--- src/rtl/a5_frame_ctrl.sv ---
// Frame sequencer for the A5/1 keystream core: key/fn load, init wait, 2*BURST_LEN keystream capture, burst hand-off.
// Optional init watchdog enabled by defining A5_INIT_TMO_EN.
module a5_frame_ctrl #(
  parameter int BURST_LEN = 114,
  parameter int FN_W      = 22,
  parameter int TMO_CYC   = 1024
) (
  input  logic                 clk,
  input  logic                 rst_n,
  input  logic                 start,
  input  logic                 auto_next,
  input  logic [63:0]          key_in,
  input  logic [FN_W-1:0]      fn_in,
  output logic                 core_load,
  output logic [63:0]          core_key,
  output logic [FN_W-1:0]      core_fn,
  input  logic                 core_busy,
  output logic                 core_ks_en,
  input  logic                 core_ks_bit,
  output logic                 burst_valid,
  input  logic                 burst_ready,
  output logic [BURST_LEN-1:0] burst_a,
  output logic [BURST_LEN-1:0] burst_b,
  output logic [FN_W-1:0]      burst_fn,
  output logic                 busy,
  output logic                 err,
  output logic [2:0]           state_dbg
);

  localparam logic [2:0] S_IDLE = 3'd0;
  localparam logic [2:0] S_LOAD = 3'd1;
  localparam logic [2:0] S_WAIT = 3'd2;
  localparam logic [2:0] S_GEN  = 3'd3;
  localparam logic [2:0] S_OUT  = 3'd4;

  localparam int         TOTAL   = 2 * BURST_LEN;
  localparam logic [8:0] TOTAL_C = 9'(TOTAL);

  logic [2:0]       state;
  logic [2:0]       state_nx;
  logic             blank;
  logic [8:0]       iss_cnt;
  logic [8:0]       cap_cnt;
  logic             cap_pend;
  logic [TOTAL-1:0] sr;
  logic [TOTAL-1:0] sr_nx;
  logic             last_cap;
  logic             handshake;
  logic             tmo_hit;

  // Handshake: a burst transfers on a cycle with burst_valid & burst_ready; while
  // burst_valid is high and ready is low, burst_a/burst_b/burst_fn do not change.
  assign core_load   = (state == S_LOAD);
  assign core_ks_en  = (state == S_GEN) && (iss_cnt < TOTAL_C);
  assign burst_valid = (state == S_OUT);
  assign busy        = (state != S_IDLE);
  assign state_dbg   = state;
  assign handshake   = burst_valid & burst_ready;

  // The core answers one cycle after each enable, so capture trails issue by one cycle.
  assign sr_nx    = {sr[TOTAL-2:0], core_ks_bit};
  assign last_cap = cap_pend && (cap_cnt == TOTAL_C - 9'd1);

  always_comb begin
    state_nx = state;
    case (state)
      S_IDLE: if (start) state_nx = S_LOAD;
      S_LOAD: state_nx = S_WAIT;
      S_WAIT: begin
        if (tmo_hit) state_nx = S_IDLE;
        else if (!blank && !core_busy) state_nx = S_GEN;
      end
      S_GEN:  if (last_cap) state_nx = S_OUT;
      S_OUT:  if (handshake) state_nx = auto_next ? S_LOAD : S_IDLE;
      default: state_nx = S_IDLE;
    endcase
  end

  always_ff @(posedge clk or negedge rst_n) begin
    if (!rst_n) begin
      state    <= S_IDLE;
      core_key <= '0;
      core_fn  <= '0;
      blank    <= 1'b0;
      iss_cnt  <= '0;
      cap_cnt  <= '0;
      cap_pend <= 1'b0;
      sr       <= '0;
      burst_a  <= '0;
      burst_b  <= '0;
      burst_fn <= '0;
    end else begin
      state    <= state_nx;
      cap_pend <= core_ks_en;
      // The core samples its busy flag from the load, so the first WAIT cycle is blind.
      blank    <= (state == S_LOAD);
      if (state == S_IDLE && start) begin
        core_key <= key_in;
        core_fn  <= fn_in;
      end
      if (handshake && auto_next) core_fn <= core_fn + 1'b1;
      if (state == S_LOAD) begin
        iss_cnt <= '0;
        cap_cnt <= '0;
      end
      if (core_ks_en) iss_cnt <= iss_cnt + 9'd1;
      if (cap_pend) begin
        sr      <= sr_nx;
        cap_cnt <= cap_cnt + 9'd1;
      end
      if (last_cap) begin
        burst_a  <= sr_nx[TOTAL-1:BURST_LEN];
        burst_b  <= sr_nx[BURST_LEN-1:0];
        burst_fn <= core_fn;
      end
    end
  end

`ifdef A5_INIT_TMO_EN
  localparam int TMO_W = $clog2(TMO_CYC + 1);

  logic [TMO_W-1:0] tmo_cnt;
  logic             err_q;

  assign tmo_hit = (state == S_WAIT) && core_busy && (tmo_cnt == TMO_W'(TMO_CYC - 1));
  assign err     = err_q;

  always_ff @(posedge clk or negedge rst_n) begin
    if (!rst_n) begin
      tmo_cnt <= '0;
      err_q   <= 1'b0;
    end else begin
      if (state == S_WAIT) tmo_cnt <= tmo_cnt + 1'b1;
      else tmo_cnt <= '0;
      if (tmo_hit) err_q <= 1'b1;
    end
  end
`else
  logic unused_tmo;

  assign tmo_hit    = 1'b0;
  assign err        = 1'b0;
  assign unused_tmo = ^TMO_CYC;
`endif

endmodule

--- config.mk ---
export PLATFORM = sky130hd
export DESIGN_NAME = a5_frame_ctrl
export DESIGN_NICKNAME = d
export VERILOG_FILES = /design/src/rtl/a5_frame_ctrl.sv
export SDC_FILE = /design/constraint.sdc
export NUM_CORES = 1
export LEC_CHECK = 0
export BUFFER_PORTS_ARGS = -buffer_cell sky130_fd_sc_hd__buf_2
export CAP_MARGIN = 5
export CELL_PAD_IN_SITES_DETAIL_PLACEMENT = 0
export CELL_PAD_IN_SITES_GLOBAL_PLACEMENT = 2
export CORE_ASPECT_RATIO = 2
export CORE_MARGIN = 2
export CORE_UTILIZATION = 38
export DETAILED_ROUTE_END_ITERATION = 7
export PLACE_DENSITY_LB_ADDON = 0.3
export SLEW_MARGIN = 15
export SYNTH_ARGS = -nofsm -noshare
export SYNTH_HDL_FRONTEND = slang
export SYNTH_SLANG_ARGS = --single-unit
export TNS_END_PERCENT = 1
--- constraint.sdc ---
create_clock -name clk -period 2.3 [get_ports clk]
set_input_delay 0.575 -clock clk [delete_from_list [all_inputs] [get_ports clk]]
set_output_delay 0.575 -clock clk [all_outputs]
set_load 0.01 [all_outputs]
==> results, run 1 <==
- The run finished, with violations left.
- The checks that failed: negative setup slack.
- In the global route stage, overall resource usage came out at 0.179.
- The worst supply voltage drop on vdd is roughly 0.61 mV.
- The clock drives a little under 600 sinks.
- The number of failing hold endpoints at the final stage is 0.
- Counting cells, the worst reg-to-reg path comes to 5.
- Counting both buffers and inverters, the worst setup path holds a total of 1.
- The slowest stage of the critical path belongs to the cell sky130_fd_sc_hd__dfrtp_1.
- Setup violations remaining at the end of the flow were counted as 1.
- Dividing the synthesized area by the synthesized cell count gives 14.6 um^2.
- The number of antenna violations at the first check in global routing is 5.
- The largest net degree at the start of global routing is ~130.
- The number of standard cells after synthesis is around 1600.
- For this run, the top clock speed supported by timing is 405 MHz.
- The relative area change from synthesis to final layout is 23.9%.
- The leading area contributor after synthesis is sky130_fd_sc_hd__dfrtp_1.
- The power per cell area is between 800 and 900 nW/um^2.
- The kind of cell adding the most delay to the critical path is flip-flops.
- The die is roughly 350 um tall.
- The type of the setup path with the least slack is register to primary output.
- The yosys synthesis warning count is 0.
- The net count after synthesis is between 1500 and 2000.
- The routability-driven placement congestion ratio is between 0.8 and 0.9.
- The detail route stage leaves a number of antenna-violating nets equal to 0.
- The measured slew at the worst slew-check pin is 732 ps.
- The worst pin sits at a relative slew slack of 0.512.
- The footprint of the multi-input gates is 7550 um^2.
- The global-route wire length before repair is about 87 mm.
- The total number of nets in the final design is between 2000 and 2500.
- The class of the tightest hold or removal check is input pin to register.
- The critical path data required time is 1730 ps.
- The number of violations of the max-capacitance limit is 0.
- Counting along the longest clock path gives a buffer depth of 3.
- The later-pin clock latency in the skew report is roughly 600 ps.
- Before CTS, the worst setup slack after placement is approximately 70 ps.
- Walking the worst path, the cells encountered are or3_4 > a2111oi_4 > buf_4.
- The setup check on the worst reg-to-reg path leaves a slack of about 80 ps.
- The library cells used most frequently in the layout, excluding fill and tap cells, are 585 x sky130_fd_sc_hd__dfrtp_1, 462 x sky130_fd_sc_hd__mux2_2, 432 x sky130_fd_sc_hd__buf_2, 228 x sky130_fd_sc_hd__nand2_1, 54 x sky130_fd_sc_hd__clkbuf_16.
- The H-tree depth is 2.
- Leaving out fill and tap cells, the most frequent cell in the layout is sky130_fd_sc_hd__dfrtp_1.
- The commonest register cell after synthesis is sky130_fd_sc_hd__dfrtp_1.
- The worst register-to-register path begins at cap_cnt[3].
- Final hold analysis gives a worst-case slack of ~170 ps.
- The overall via count from detail_route is between 10000 and 15000.
- The routed design has between 50 and 60 mm of wire.
- The clock slew seen by the registers of the worst setup and hold paths is 70 ps.
- In this run, CTS created clock tree buffers numbering 52.
- The terminating pin of the worst hold path is core_key[1].
- The count of final max-slew check failures is 0.
- The startpoint identified for the worst hold timing path is key_in[1].
- The post-route setup TNS is -167 ps.
- The sequential cells in the finished layout cover a total of between 10000 and 15000 um^2.
- The fraction of registers with async set or reset after synthesis is 1.00.
- The largest stage delay on the critical path is approximately 400 ps.
- The number of global-route vias before repair is 15300.
- The smallest clock period supported by the final layout is computed as about 2500 ps.
- The estimated wirelength of the detail-placed design is 38.6 mm.
- The leftover overflow at the end of global routing is 0.
- The least setup slack across all paths after layout is -167 ps.
- The clock tree root driver cell is sky130_fd_sc_hd__clkbuf_16.
- The post-detailed-route DRC marker count is 0.
- The DRC marker count from the first detailed-route iteration is around 540.
- Excluding fillers, the count of instances in the completed layout stands at between 2000 and 3000.
- The die is 177 um wide.
- At the worst endpoint, the arrival time is between 1500 and 2000 ps.
- Yosys mapped the design onto 62 distinct sky130hd cell types.
- The worst flop-to-flop path endpoint is burst_b[37].
- The worst hold path was traced through 3 stages.
- Yosys mapped a number of flops with a built-in enable equal to 0.
- The synthesized netlist occupies a cell area of about 23000 um^2.
- The post-detailed-route wirelength per cell is between 15 and 20 um.
- The die area is roughly 60000 um^2.
- In this run the worst path has a maximum fanout of 2.
- STA classifies the critical path endpoint as a primary output.
- Setup repair after global routing could not meet its margin everywhere.
- The top cell type's share of synthesized area is 0.647.
- The leakage component of the power is approximately 15 nW.
- The initial utilization of the core area, before any placement, comes to 0.384.
- During I/O placement, the number of pins put on the boundary was approximately 440.
- The number of I/O port buffers is 435.
- After detailed routing, the number of vias per cell comes to between 4 and 5.
- The total of flip-flops plus latches after synthesis is around 590.
- The count of fill cells added during filler insertion is about 5300.
- The worst setup path startpoint is iss_cnt[4].
- TritonCTS built the clock tree.
- After detailed placement, the design holds a cell count of ~2700.
- The sequential area share after synthesis is 0.647.
- The core footprint is between 50000 and 60000 um^2.
- Clock skew on the completed layout was measured at 27.3 ps.
- In this run the number of cells on the critical path is 3.
- Of the available clock period, the critical path in the final layout requires 1.07.
- The worst setup path is launched from a register.
- The fraction of layout cells with a size suffix above 1 is 0.529.
- The pre-antenna-repair detailed-routing pass consisted of 4 iterations.
- After synthesis, the cell types taking the most area are sky130_fd_sc_hd__dfrtp_1 65%, sky130_fd_sc_hd__mux2_2 23%, sky130_fd_sc_hd__nand2_1 3.8%, sky130_fd_sc_hd__mux2_4 1.3%, sky130_fd_sc_hd__clkbuf_1 0.85%.
- The number of standard-cell rows in the floorplan is between 100 and 150.
[where the power goes]
group | internal, mW | switching (mW) | total (mW)
Clock | 5.14 | 3.89 | 9.03
Combinational | 1.53 | 1.66 | 3.19
Sequential | 11.1 | 0.587 | 11.7
[logic make-up (layout without fill, tap and decap cells)]
kind of cell    Yosys count  count (layout)  share of synthesized area
flops                   586             586                      0.647
compound gates           64              64                     0.0226
fa+ha+maj                 3               3                    0.00166
buf+inv                  91             609                     0.0203
xor+xnor                  1               1                   0.000387
other cells               1               3                   0.000166
simple gates            316             316                     0.0620
mux                     488             488                      0.245
[worst max-delay path by stage]
| stage | endpoint | slack (ps) |
|---|---|---|
| after global placement | burst_b[33] | 80 |
| after floorplan | core_ks_en | 170 |
| after detailed placement | burst_b[34] | 70 |
| after CTS | core_ks_en | -210 |
| after global routing | core_ks_en | -250 |
| final | core_ks_en | -170 |
[worst register-to-register path, cell delays in order, from the launching register on]
cell	delay, ps
sky130_fd_sc_hd__dfrtp_1	380
sky130_fd_sc_hd__or4b_4	560
sky130_fd_sc_hd__nor4_4	230
sky130_fd_sc_hd__buf_12	300
sky130_fd_sc_hd__buf_4	280
sky130_fd_sc_hd__mux2_2	360
[Yosys cell counts (all sizes together), types with 2 or more instances]
| cell | count |
|---|---|
| ha | 3 |
| buf | 36 |
| a211oi | 3 |
| dfrtp | 586 |
| and4 | 5 |
| nor2b | 3 |
| a31o | 3 |
| a21o | 2 |
| nor3 | 4 |
| or4 | 4 |
| or4b | 2 |
| o211ai | 6 |
| o21ai | 12 |
| nor4 | 5 |
| clkbuf | 52 |
| nand4 | 8 |
| a41o | 2 |
| or3 | 3 |
| nand2 | 229 |
| and3 | 9 |
| mux2 | 481 |
| a221o | 5 |
| and2 | 2 |
| o31ai | 2 |
| o311ai | 8 |
| or2 | 2 |
| nand3 | 17 |
| inv | 2 |
| nor2 | 16 |
| mux2i | 7 |
| a41oi | 2 |
| a21oi | 5 |
| nor3b | 3 |
| a22oi | 2 |
[per-layer routing]
layer,wire [um],up-vias,track usage
li1,-,6373,-
met1,20400,7168,0.199
met2,28200,436,0.319
met3,4510,79,0.0556
met4,1570,4,0.0624
met5,21,-,0
[repair_timing]
item | 4_1_cts | 5_1_grt
setup buffers | 2 | 0
pin swaps | 1 | 1
hold buffers | 1 | 0
cloned | 0 | 0
hold endpoints to repair | 25 | 0
gates resized for setup | 5 | 2
setup endpoints to repair | 4 | 35
[sequential cells by signal, indices dropped and copies added, names as in the netlist, 9 cells and up]
| register | count |
|---|---|
| sr | 227 |
| burst_a | 114 |
| burst_b | 114 |
| core_key | 64 |
| burst_fn | 22 |
| core_fn | 22 |
| cap_cnt | 9 |
| iss_cnt | 9 |
[metrics by stage]
step	power [mW]	instance area, um^2	util
after floorplan	13.7	22600	-
after global placement	15.0	26300	0.445
after detailed placement	15.1	26300	0.445
after CTS	24.3	28100	0.476
after global routing	25.0	28100	0.476
final	23.9	28100	0.476
[final cells by class]
cell class,instances,area share
clock inverters,21,0.00918
repair buffers,510,0.110
multi-input cells,873,0.269
well taps,768,0.0342
inverters,3,0.000490
diodes,2,0.000178
flip-flops and latches,586,0.523
clock buffers,75,0.0538
Note: power is estimated with default switching activity, not from simulation.
==> run 2, diff against run 1 <==
--- a/config.mk
+++ b/config.mk
@@ -11,7 +11,7 @@
 export CELL_PAD_IN_SITES_GLOBAL_PLACEMENT = 2
 export CORE_ASPECT_RATIO = 2
 export CORE_MARGIN = 2
-export CORE_UTILIZATION = 38
+export CORE_UTILIZATION = 34
 export DETAILED_ROUTE_END_ITERATION = 7
 export PLACE_DENSITY_LB_ADDON = 0.3
 export SLEW_MARGIN = 15
==> constraint.sdc (replaced) <==
create_clock -name clk -period 2.13 [get_ports clk]
set_input_delay 0.5325 -clock clk [delete_from_list [all_inputs] [get_ports clk]]
set_output_delay 0.5325 -clock clk [all_outputs]
set_load 0.01 [all_outputs]
==> run 2 against run 1 <==
- the flow still finishes with violations (negative setup slack)
- routed wire length is 2.4% higher
- sequential power increased by 8%
- die area up 12%
- sequential share of layout area down 1.2 points
- register-to-register slack lost 160 ps
- count of clock-buffer cells in the layout increased by 6
- critical path type unchanged
- highest routed layer unchanged
==> results, run 2 (synthesized netlist as in run 1, its figures left out) <==
- The power per cell area is 918 nW/um^2 (+8.0%).
- The checks that failed: negative setup slack.
- The number of violations of the max-capacitance limit was 0 (unchanged).
- The count of final max-slew check failures is 0 (unchanged).
- The H-tree depth was 2 (unchanged).
- The switching part of the total power is 0.257 (about the same).
- The worst supply voltage drop on vdd is 0.637 mV (+5.2%).
- The count of pins on the block boundary is 437 (unchanged).
- The number of antenna violations at the first check in global routing is 2 (-3).
- The portion of total power attributed to combinational logic is 0.138 (+0.004).
- The run finished, with violations left.
- The number of clock buffers inserted by TritonCTS is 54 (+3.8%).
- The total power after layout is 26.4 mW (+11%).
- The clock slew seen by the registers of the worst setup and hold paths came to 70 ps (about the same).
- The die area came to 68800 um^2 (+12%).
- The combined global-route utilization of all metal layers is 0.162 (-0.0164).
- The number of global-route vias before repair was 15100 (-1.3%).
- The post-detailed-route DRC marker count is 0 (unchanged).
- Leaving out fill and tap cells, the most frequent cells in the layout are 584 x sky130_fd_sc_hd__dfrtp_1, 430 x sky130_fd_sc_hd__buf_2, 414 x sky130_fd_sc_hd__mux2_2, 228 x sky130_fd_sc_hd__nand2_1, 67 x sky130_fd_sc_hd__mux2_4.
- The type of the setup path with the least slack is register to primary output.
- Setup repair after global routing could not meet its margin everywhere.
- The leakage component of the power is 15.4 nW (+1.7%).
- The relative area change from synthesis to final layout is 26.8%.
- The total number of nets in the final design is 2149 (+1.3%).
- The internal portion of total power is 19.6 mW (+11%).
- The later-pin clock latency in the skew report is 580 ps (-20 ps).
- The ratio of routed vias to standard cells is 4.74 (-4.3%).
- The post-route non-filler standard cell count came to 2974 (+4.8%).
- The critical path data required time is 1600 ps (-130 ps).
- The switching power summed over all nets is 6.78 mW (+10%).
- The global-route wire length before repair is 89.0 mm (+2.6%).
- The number of failing hold endpoints at the final stage is 0 (unchanged).
- The measured slew at the worst slew-check pin is 607 ps (-124 ps).
- TritonCTS built the clock tree.
- The overall via count from detail_route came to 14100 (+0.25%).
- The number of standard-cell rows in the floorplan came to 133 (+5.6%).
- The maximum fanout along the worst path came to 2 (unchanged).
- Of the available clock period, the critical path in the final layout requires 1.16.
- The maximum count of clock buffers along a single path is 3 (unchanged).
- The final worst clock skew came to 9.98 ps (-17.3 ps).
- The clock tree root driver cell is sky130_fd_sc_hd__clkbuf_16.
- The share of the core filled with cells is 0.436 (-0.0402).
- The least setup slack across all paths after layout came to -340 ps (-173 ps).
- The clock net sink count is 586 (unchanged).
- The sort of element at the start of the critical path is a register.
- The count of TritonRoute iterations in the first routing pass is 4 (unchanged).
- The core footprint came to 65900 um^2 (+12%).
- The post-detailed-route wirelength per cell is 18.8 um (-2.2%).
- The largest net degree at the start of global routing is 93 (-27%).
- The relative max-transition margin was 0.595 (+0.0830).
- The horizontal die dimension came to 187 um (+5.6%).
- The cell area after layout is 28700 um^2 (+2.3%).
- The placed instance count came to 2864 (+4.6%).
- Counting flops per register, the top entry is sr.
- The fraction of power consumed by the clock network is 0.385 (+0.007).
- The commonest non-fill, non-tap cell in the layout is sky130_fd_sc_hd__dfrtp_1.
- The fraction of layout cells with a size suffix above 1 is 0.536 (+0.00747).
- The sequential group share of total power was 0.477 (-0.011).
- The initial core utilization is 0.344 (-0.0404).
- The number of antenna diodes came to 0 (-2).
- The routability-driven placement congestion ratio came to 0.766 (-5.5%).
- The antenna violation net count after detailed routing is 0 (unchanged).
- The highest clock rate is just over 400 MHz.
- Subtracting the final worst setup slack from the clock period gives 2470 ps.
- The routed wire length is 56.0 mm (+2.4%).
- The number of setup violations in the final report is 180 (+179).
- The DRC marker count from the first detailed-route iteration came to 500 (-7.1%).
- The count of fill cells added during filler insertion is 6178 (+16%).
- The class of the tightest hold or removal check is input pin to register.
- The leftover overflow at the end of global routing is 0 (unchanged).
- The endpoint type of the worst setup path is a primary output.
- The estimated wirelength of the detail-placed design is 39.1 mm (+1.2%).
- The total placed instance area is 26500 um^2 (+1.0%).
- The largest registers in the layout are sr: 227 flops, burst_a: 114 flops, burst_b: 114 flops.
- The data arrival at the endpoint of the critical path is 1940 ps (+50 ps).
- The number of I/O port buffers is 435 (unchanged).
- The flip-flop count of the largest register after layout is 227 (unchanged).
- The vertical extent of the die is 369 um (+5.7%).
run 2: power groups by stage:
stage	logic [mW]	registers, mW	clock network (mW)
2_1_floorplan	2.08	12.8	0
4_1_cts	3.67	12.6	10.6
5_1_grt	4.03	12.7	11.0
3_5_place_dp	3.60	12.8	0
6_report	3.64	12.6	10.2
3_3_place_gp	3.52	12.7	0
run 2: area by class of cell:
cell class	instances	area, um^2	area share
tap	877	1100	0.0382
sequential	586	14700	0.511
inverter	3	13.8	0.000479
clock inverter	19	234	0.00815
timing repair buffer	535	3330	0.116
multi-input combinational	873	7750	0.270
clock buffer	81	1630	0.0566
run 2: path summary, 6_finish.rpt:
path | from | end | slack [ps] | depth (start not counted)
setup / recovery | iss_cnt[4] | core_ks_en | -340 | 3
hold / removal | key_in[10] | core_key[10] | 130 | 3
setup reg to reg | cap_cnt[4] | burst_b[5] | -80 | 6
hold reg to reg | core_key[3] | core_key[3] | 470 | 2
max in group asynchronous | rst_n | sr[99] | 870 | 3
min in group asynchronous | rst_n | sr[139] | 410 | 2
run 2: critical path, cell delays in order (launching register included):
cell,delay (ps)
sky130_fd_sc_hd__dfrtp_1,390
sky130_fd_sc_hd__or3_4,400
sky130_fd_sc_hd__a2111oi_4,360
sky130_fd_sc_hd__buf_4,210
run 2: layer usage:
metal	up-vias	routed length [um]	global-route usage
li1	6421	-	-
met1	7161	21800	0.190
met2	431	27900	0.279
met3	78	4760	0.0552
met4	4	1510	0.0527
met5	-	17	0
run 2: metrics by stage:
| stage | hold slack, ps | TNS [ps] | worst slack, ps |
|---|---|---|---|
| finish | 134 | -6140 | -340 |
| detailed placement | 433 | -6920 | -66.4 |
| CTS | 82.9 | -9560 | -493 |
| global route | 102 | -21060 | -459 |
| global placement | 437 | -7190 | -55.8 |
| floorplan | 237 | 0 | 4.74 |
run 2: repair_timing:
item | in CTS | in global routing
gates resized for setup | 53 | 19
gates cloned | 0 | 0
pin swaps | 4 | 2
buffers inserted | 5 | 4
endpoints found under the hold margin | 24 | 0
endpoints found under the setup margin | 239 | 225
hold buffers | 1 | 0
==> run 3, diff against run 2 <==
--- a/config.mk
+++ b/config.mk
@@ -14,6 +14,7 @@
 export CORE_UTILIZATION = 34
 export DETAILED_ROUTE_END_ITERATION = 7
 export PLACE_DENSITY_LB_ADDON = 0.3
+export REMOVE_ABC_BUFFERS = 1
 export SLEW_MARGIN = 15
 export SYNTH_ARGS = -nofsm -noshare
 export SYNTH_HDL_FRONTEND = slang
==> run 3 against run 2 <==
- the flow still finishes with violations (negative setup slack)
- die area is the same
- combinational power shrank 2%
- flip-flop and latch count unchanged
- total power decreased by 0.37%
- register-to-register slack better by 70 ps
==> results, run 3 (synthesized netlist as in run 1, its figures left out) <==
- The least setup slack across all paths after layout is -302 ps (+37.5 ps).
- The horizontal die dimension came to 187 um (unchanged).
- The combined global-route utilization of all metal layers came to 0.161 (-0.00128).
- The kind of cell adding the most delay to the critical path is flip-flops.
- Walking the worst path, the cells encountered are or3_4 > a2111oi_4 > buf_2.
- The clock net sink count is 586 (unchanged).
- The class of the tightest hold or removal check is input pin to register.
- The number of setup violations in the final report came to 17 (-91%).
- The routing usage on met1 is 0.190 (+0.000237).
- Setup repair after global routing could not meet its margin everywhere.
- The number of I/O port buffers was 435 (unchanged).
- The global-route wire length before repair is 88.0 mm (-1.1%).
- The flip-flop count of the largest register after layout came to 227 (unchanged).
- The data arrival at the endpoint of the critical path is 1900 ps (-40 ps).
- The cell area after layout came to 28400 um^2 (-0.98%).
- The fraction of layout cells with a size suffix above 1 is 0.536 (about the same).
- The number of failing hold endpoints at the final stage is 0 (unchanged).
- The combined buffer and inverter count along the critical path was 1 (unchanged).
- The largest individual stage delay along the critical path comes from the cell sky130_fd_sc_hd__dfrtp_1.
- The post-route setup TNS is -532 ps (+5610 ps).
- The total number of nets in the final design was 2141 (-0.37%).
- The ratio of routed vias to standard cells was 4.75 (+0.18%).
- The clock tree root driver cell is sky130_fd_sc_hd__clkbuf_16.
- The final worst-path cycle share is 1.14 (-0.0176).
- The leftover overflow at the end of global routing is 0 (unchanged).
- The leakage component of the power was 15.3 nW (-0.76%).
- The maximum count of clock buffers along a single path is 3 (unchanged).
- The routed wire length is 55.6 mm (-0.73%).
- The number of clock buffers inserted by TritonCTS is 53 (-1.9%).
- The critical path data required time was 1600 ps (about the same).
- The number of antenna violations at the first check in global routing came to 1 (-1).
- The relative max-transition margin was 0.490 (-0.105).
- The vertical extent of the die came to 369 um (unchanged).
- The met2 track utilization from global routing was 0.279 (about the same).
- The shortest clock period the worst path allows after layout is 2430 ps (-37.5 ps).
- The met3 track demand over resource in global routing was 0.0456 (-0.00960).
- The sort of element at the start of the critical path is a register.
- The worst hold slack across all endpoints was 115 ps (-19.7 ps).
- The number of global-route vias before repair is 15000 (-0.68%).
- The H-tree depth is 2 (unchanged).
- The post-route non-filler standard cell count was 2965 (-0.30%).
- The largest registers in the layout are sr: 227 flops, burst_a: 114 flops, burst_b: 114 flops.
- The endpoint type of the worst setup path is a primary output.
- The total placed instance area is 26400 um^2 (-0.28%).
- The DRC marker count from the first detailed-route iteration is 505 (+1.0%).
- The relative area change from synthesis to final layout is 25.6%.
- The footprint of the multi-input gates is 7580 um^2 (-2.3%).
- The routability-driven placement congestion ratio was 0.800 (+4.5%).
- The critical path in this run is classified as register to primary output.
- The flow ran to the end, but the final reports show violations.
- The power per cell area is 924 nW/um^2 (+0.61%).
- The sequential standard cell area is 14700 um^2 (about the same).
- The initial core utilization was 0.344 (unchanged).
- The CTS tree is built.
- The number of standard-cell rows in the floorplan came to 133 (unchanged).
- The largest net degree at the start of global routing came to 122 (+31%).
- The layer flagged by global routing as most heavily used is met2.
- The overall via count from detail_route came to 14100 (-0.12%).
- The post-detailed-route wirelength per cell is 18.8 um (-0.43%).
- The die area is 68800 um^2 (unchanged).
- The core footprint is 65900 um^2 (unchanged).
- The number of violations of the max-capacitance limit came to 0 (unchanged).
- The checks that failed: negative setup slack.
- The clock slew seen by the registers of the worst setup and hold paths is 70 ps (about the same).
- The largest stage delay on the critical path was 400 ps (about the same).
- Ranked by flip-flop count, first place goes to sr.
- The total power after layout is 26.3 mW (-0.37%).
- Leaving out fill and tap cells, the most frequent cell in the layout is sky130_fd_sc_hd__dfrtp_1.
- The placed instance count was 2858 (-0.21%).
- The antenna violation net count after detailed routing is 0 (unchanged).
- The estimated wirelength of the detail-placed design came to 39.2 mm (+0.27%).
- The later-pin clock latency in the skew report came to 600 ps (+20 ps).
- In the layout the commonest cells are 585 x sky130_fd_sc_hd__dfrtp_1, 460 x sky130_fd_sc_hd__mux2_2, 431 x sky130_fd_sc_hd__buf_2, 226 x sky130_fd_sc_hd__nand2_1, 65 x sky130_fd_sc_hd__buf_4.
- The count of fill cells added during filler insertion is 6201 (+0.37%).
- The maximum fanout along the worst path was 2 (unchanged).
- The worst supply voltage drop on vdd is 0.660 mV (+3.7%).
- The highest clock rate is 411 MHz (+1.5%).
- The count of pins on the block boundary is 437 (unchanged).
- The measured slew at the worst slew-check pin came to 765 ps (+157 ps).
- The count of final max-slew check failures came to 0 (unchanged).
- The post-detailed-route DRC marker count is 0 (unchanged).
- The count of TritonRoute iterations in the first routing pass is 7 (+3).
- The final worst clock skew came to 15.6 ps (+5.61 ps).
## run 3: worst min-delay path, stage by stage
cell	delay, ps
sky130_fd_sc_hd__buf_2	70
sky130_fd_sc_hd__nand2_1	40
sky130_fd_sc_hd__nand2_1	40
## run 3: worst paths after layout
| kind | slack (ps) | startpoint | endpoint | depth (start not counted) |
|---|---|---|---|---|
| max | -300 | iss_cnt[3] | core_ks_en | 3 |
| min | 110 | key_in[60] | core_key[60] | 3 |
| max reg2reg | -10 | cap_cnt[4] | burst_b[83] | 5 |
| min reg2reg | 470 | core_key[11] | core_key[11] | 2 |
| max in group asynchronous | 850 | rst_n | burst_a[40] | 4 |
| min in group asynchronous | 460 | rst_n | state_dbg[0] | 2 |
## run 3: where the power goes
| part | internal (mW) | switching (mW) |
|---|---|---|
| logic | 1.74 | 1.83 |
| registers | 11.9 | 0.629 |
| clock network | 5.81 | 4.31 |
## run 3: layout make-up
| cell class | instances | area share |
|---|---|---|
| clock buffers | 77 | 0.0544 |
| multi-input cells | 873 | 0.266 |
| repair buffers | 528 | 0.114 |
| flip-flops and latches | 586 | 0.516 |
| well taps | 877 | 0.0386 |
| clock inverters | 20 | 0.0105 |
| inverters | 3 | 0.000572 |
| diodes | 1 | 0.0000880 |
## run 3: per-layer routing
layer,up-vias,share of wire
met4,0,0.030
met3,80,0.070
met2,442,0.50
met1,7176,0.40
li1,6380,-
met5,-,0
## run 3: stage by stage
stage / util / setup slack [ps]
global placement: 0.401 / -30.6
detailed placement: 0.401 / -30.3
finish: 0.432 / -302
global route: 0.432 / -406
CTS: 0.431 / -391
floorplan: - / -17490
## run 3: what timing repair did
item / 4_1_cts / 5_1_grt
setup endpoints to repair: 72 / 198
pin swaps: 4 / 3
cloned: 0 / 0
endpoints found under the hold margin: 25 / 0
hold buffers: 1 / 0
gates resized for setup: 11 / 9
setup buffers: 3 / 5
